==> src/rtl/ibex_sram_arbiter.sv <==
// Shares one single-port SRAM between the Ibex fetch and data ports.
// IBEX_SRAM_ARB_RR_EN selects round-robin instead of data priority.
module ibex_sram_arbiter #(
  parameter int unsigned MemSize  = 65536,
  parameter logic [31:0] MemStart = 32'h0000_0000,
  parameter int unsigned MaxWait  = 4,
  localparam int unsigned AddrW   = $clog2(MemSize / 4)
) (
  input  logic             clk_i,
  input  logic             rst_i,
  input  logic             instr_req_i,
  input  logic [31:0]      instr_addr_i,
  output logic             instr_gnt_o,
  output logic             instr_rvalid_o,
  output logic [31:0]      instr_rdata_o,
  output logic             instr_err_o,
  input  logic             data_req_i,
  input  logic             data_we_i,
  input  logic [3:0]       data_be_i,
  input  logic [31:0]      data_addr_i,
  input  logic [31:0]      data_wdata_i,
  output logic             data_gnt_o,
  output logic             data_rvalid_o,
  output logic [31:0]      data_rdata_o,
  output logic             data_err_o,
  output logic             ram_req_o,
  output logic             ram_we_o,
  output logic [3:0]       ram_be_o,
  output logic [AddrW-1:0] ram_addr_o,
  output logic [31:0]      ram_wdata_o,
  input  logic [31:0]      ram_rdata_i
);

  localparam logic [31:0] Mask = ~(32'(MemSize) - 32'd1);

  logic        instr_win;
  logic        instr_gnt;
  logic        data_gnt;
  logic [31:0] gnt_addr;
  logic        in_range;
  logic        rsp_valid_q, rsp_valid_d;
  logic        rsp_instr_q, rsp_instr_d;
  logic        rsp_err_q, rsp_err_d;

`ifdef IBEX_SRAM_ARB_RR_EN
  logic last_data_q, last_data_d;

  always_comb begin
    if (instr_req_i && data_req_i) begin
      instr_win = last_data_q;
    end else begin
      instr_win = instr_req_i;
    end
    last_data_d = last_data_q;
    if (instr_gnt) begin
      last_data_d = 1'b0;
    end else if (data_gnt) begin
      last_data_d = 1'b1;
    end
  end

  always_ff @(posedge clk_i) begin
    if (rst_i) begin
      last_data_q <= 1'b1;
    end else begin
      last_data_q <= last_data_d;
    end
  end
`else
  localparam logic [3:0] MaxW = 4'(MaxWait);
  logic [3:0] wait_q, wait_d;

  always_comb begin
    instr_win = instr_req_i &&
                (!data_req_i || (wait_q == MaxW));
    wait_d = 4'd0;
    if (instr_req_i && !instr_gnt) begin
      wait_d = (wait_q == MaxW) ? wait_q : wait_q + 4'd1;
    end
  end

  always_ff @(posedge clk_i) begin
    if (rst_i) begin
      wait_q <= 4'd0;
    end else begin
      wait_q <= wait_d;
    end
  end
`endif

  // Grants are suppressed while reset is held so nothing reaches the RAM.
  always_comb begin
    instr_gnt = instr_win && !rst_i;
    data_gnt  = data_req_i && !instr_win && !rst_i;
    gnt_addr  = instr_gnt ? instr_addr_i : data_addr_i;
    in_range  = ((gnt_addr & Mask) == MemStart);
  end

  logic unused_addr_lsb;
  assign unused_addr_lsb = ^gnt_addr[1:0];

  assign instr_gnt_o = instr_gnt;
  assign data_gnt_o  = data_gnt;
  assign ram_req_o   = (instr_gnt || data_gnt) && in_range;
  assign ram_we_o    = ram_req_o && data_gnt && data_we_i;
  assign ram_be_o    = (ram_req_o && data_gnt) ? data_be_i : 4'h0;
  assign ram_wdata_o = (ram_req_o && data_gnt) ? data_wdata_i : 32'h0;
  assign ram_addr_o  = gnt_addr[AddrW+1:2];

  always_comb begin
    rsp_valid_d = instr_gnt || data_gnt;
    rsp_instr_d = instr_gnt;
    rsp_err_d   = rsp_valid_d && !in_range;
  end

  always_ff @(posedge clk_i) begin
    if (rst_i) begin
      rsp_valid_q <= 1'b0;
      rsp_instr_q <= 1'b0;
      rsp_err_q   <= 1'b0;
    end else begin
      rsp_valid_q <= rsp_valid_d;
      rsp_instr_q <= rsp_instr_d;
      rsp_err_q   <= rsp_err_d;
    end
  end

  // A response still in flight when reset rises is never shown.
  assign instr_rvalid_o = rsp_valid_q && rsp_instr_q && !rst_i;
  assign data_rvalid_o  = rsp_valid_q && !rsp_instr_q && !rst_i;
  assign instr_err_o    = instr_rvalid_o && rsp_err_q;
  assign data_err_o     = data_rvalid_o && rsp_err_q;
  assign instr_rdata_o  = (instr_rvalid_o && !rsp_err_q) ?
                          ram_rdata_i : 32'h0;
  assign data_rdata_o   = (data_rvalid_o && !rsp_err_q) ?
                          ram_rdata_i : 32'h0;

endmodule
==> config.mk <==
export PLATFORM = sky130hd
export DESIGN_NAME = ibex_sram_arbiter
export DESIGN_NICKNAME = d
export VERILOG_FILES = /design/src/rtl/ibex_sram_arbiter.sv
export SDC_FILE = /design/constraint.sdc
export NUM_CORES = 1
export LEC_CHECK = 0
export CAP_MARGIN = 40
export CORE_AREA = 2 2 101 103
export DETAILED_ROUTE_END_ITERATION = 6
export DIE_AREA = 0 0 103 105
export PLACE_DENSITY_LB_ADDON = 0.12
export SLEW_MARGIN = 40
export SYNTH_ARGS = -nofsm -noshare
export SYNTH_HDL_FRONTEND = slang
export SYNTH_SLANG_ARGS = --single-unit
export TNS_END_PERCENT = 10
==> constraint.sdc <==
create_clock -name clk_i -period 2 [get_ports clk_i]
set_input_delay 0.3 -clock clk_i [delete_from_list [all_inputs] [get_ports clk_i]]
set_output_delay 0.3 -clock clk_i [all_outputs]
set_load 0.02 [all_outputs]
==> results_dict.tcl <==
set metrics [dict create \
    dieArea_um2 10820 \
    r2r-start "wait_q[0]" \
    core_region_area_um2 9639 \
    ys_ff_latch 7 \
    syn-cell-area_um2 1272 \
    post-route-period-util_pct 120.9 \
    busiest_layer "met2" \
    antenna_found_initial 0 \
    via_count 2309 \
    cp_top_family "buffers and inverters" \
    ys_seq_area_share_pct 11.01 \
    p_per_area_nw_per_um2 200.4 \
    fin_cells 581 \
    cp_slowest_cell "a211oi_4" \
    post-route-min-period_ns 2.419 \
    power.total_uw 837.5 \
    placed_cells 567 \
    via_per_inst 3.974 \
    fp-row-count 36 \
    gr-usage-met3_pct 4.415 \
    avgRoutedWirePerCell_um 13.13 \
    ys.warnings.count 0 \
    grt_pass1_wl_mm 10.88 \
    dr.pass1.iters 4 \
    clk_latency_ns 0.22 \
    clk_path_buf_depth 2 \
    synth.largest_area_cell "and2_1" \
    fp.dieW_um 103 \
    max_slew_margin_pct 81.26 \
    cp_cell_sequence "inv_2 -> ha_4 -> nand3b_4 -> a211oi_4 -> mux2i_4 -> buf_6 -> buf_12 -> buf_6 -> and3_4 -> buf_6" \
    synth_cell_types 23 \
    start_util_pct 13.20 \
    ios 259 \
    violations "negative setup slack" \
    fmax_ghz 0.4134 \
    yosysMostFrequentCell "and2_1" \
    slew_viol_final 0 \
    synth_nets 317 \
    whs_ns 0.4583 \
    hold_class "input port to flop" \
    finalSetupTns_ns -16.64 \
    clock_skew_ns 0.002900 \
    tightest_slew_ns 0.2786 \
    area_growth_pct 228.4 \
    cts_tree "done" \
    postRouteAntennaNets 0 \
    use_met2_pct 26.35 \
    antennaDiodeCount 0 \
    overflow 0 \
    run_status "complete, but fails checks" \
    hold_viol 0 \
    grt_usage_pct 12.68 \
    setup-violations-final 53 \
    rsz0062_at_grt "yes" \
    fin_nets 588 \
    critPathMaxFanout 8 \
    startpoint "wait_q[0]" \
    critPathLaunchType "flop" \
    port_buffers 254 \
    numCtsBuffers 3 \
    holdCritStartpoint "rst_i" \
    synthesis.instances 178 \
    cts-root-buf "clkbuf_8" \
    h-tree-depth 1 \
    grt_max_degree 39 \
    worst_ep_required_time_ns 1.70 \
    use_met1_pct 10.74 \
    drt_iter0_drc 39 \
    hpwl_mm 6.509 \
    peakVddDrop_uv 158.7 \
    avgSynthCellArea_um2 7.149 \
    setup.worst_path.class "flop to primary output" \
    cp_data_arrival_time_ns 2.12 \
    max-cap-violations 0 \
    async_flop_share_pct 0 \
    synth_top_area_share_pct 32.94 \
    gp_congestion 0.6945 \
    p_leak_uw 0.001999 \
    critPathMaxStageDelay_ns 0.33 \
    drive_gt1_share_pct 34.60 \
    drc 0 \
    cp_num_buf_inv 5 \
    synth_edf_count 0 \
    crit_top_cell "buf_6" \
    end_kind "primary output" \
    die_h_um 105 \
    detail_route.wirelength_mm 7.626 \
    setup_slack_ns -0.4189 \
    clkSlewWorstSetupHoldPaths_ns 0.04 \
    grt_pass1_vias 2244 \
    synth_area_leaders "and2_1 33%, and3_1 19%, mux2_2 12%" \
    synth_flop_cell "dfxtp_1" \
    synth_commonest_cells "67 x and2_1, 38 x and3_1, 14 x mux2_2, 12 x clkbuf_1, 8 x nor4_1" \
    cts_sinks 7 \
]
power breakdown:
group	internal (µW)	leakage, µW	switching [µW]	total, µW
Combinational	328	0.00192	164	492
Clock	138	0.0000228	59.0	197
Sequential	145	0.0000583	3.71	149
Total	611	0.00200	226	837
timing repair:
| item | CTS | global route |
|---|---|---|
| hold buffers | 0 | 0 |
| gates cloned | 1 | 1 |
| endpoints found under the hold margin | 0 | 0 |
| endpoints found under the setup margin | 122 | 99 |
| resized for setup | 361 | 93 |
| pin swaps | 1 | 5 |
| buffers inserted | 8 | 1 |
path summary, 6_finish.rpt:
path                            slack (ns)  cells after the start              to
worst max-delay path                 -0.42                     10  ram_wdata_o[3]
worst min-delay path                  0.46                      2     rsp_instr_q
worst max register to register        0.25                      9       rsp_err_q
worst min register to register        0.51                      2       wait_q[0]
per-stage QoR:
stage / utilization (%) / instance area (µm²) / worst slack, ns
4_1_cts: 43.78 / 4220 / -0.4526
2_1_floorplan: - / 1338 / -0.05451
3_5_place_dp: 43.15 / 4159 / -0.8725
6_report: 43.35 / 4179 / -0.4189
3_3_place_gp: 43.15 / 4159 / -0.9099
5_1_grt: 43.35 / 4179 / -0.5317
worst register-to-register path, delay by kind of cell, from the launching register on:
kind                       cells  cell delay, ns
AOI/OAI and AO/OA              1            0.33
adders and majority gates      1            0.15
buffers and inverters          4            0.41
DFF                            1            0.31
muxes                          1            0.31
and+or+nand+nor                2            0.12
cell usage in the layout (no fill, tap or decap), types with 2 or more instances in the layout:
cell type          n
clkdlybuf4s50_1  133
and2_1            66
buf_6             42
clkbuf_2          30
and3_1            25
dlygate4sd2_1     21
buf_4             21
and3_4            13
mux2_2            13
clkdlybuf4s15_1   13
buf_2             11
nor4_1             8
nor2_1             6
dfxtp_1            5
buf_12             4
inv_1              3
nand4_1            3
clkbuf_8           3
clkdlybuf4s15_2    3
inv_2              2
nor3_1             2
dfxtp_2            2
cell type report:
| type | instances | area, µm² |
|---|---|---|
| Clock buffer | 4 | 45.04 |
| Fill cell | 1014 | 5460 |
| Inverter | 5 | 18.77 |
| Multi-Input combinational cell | 151 | 1159 |
| Sequential cell | 7 | 142.6 |
| Tap cell | 133 | 166.4 |
| Timing Repair Buffer | 281 | 2648 |
cell families after synthesis:
| kind of cell | Yosys count | share of synthesized area [%] |
|---|---|---|
| fa+ha+maj | 2 | 1.966 |
| mux | 15 | 13.18 |
| xor+xnor | 1 | 0.6884 |
| compound gates | 4 | 3.343 |
| flops | 7 | 11.01 |
| simple gates | 129 | 63.13 |
| buf+inv | 20 | 6.686 |
layer usage:
layer | vias up | share of wire [%]
met5 | - | 0
met4 | 0 | 1.4
met3 | 8 | 14
met2 | 158 | 54
met1 | 988 | 30
li1 | 1155 | -
sequential cells by signal (all words and copies together) (netlist names):
register	cells
rsp_err_q	1
rsp_instr_q	1
rsp_valid_q	1
wait_q	4
Power figures use the tool's default switching activity.
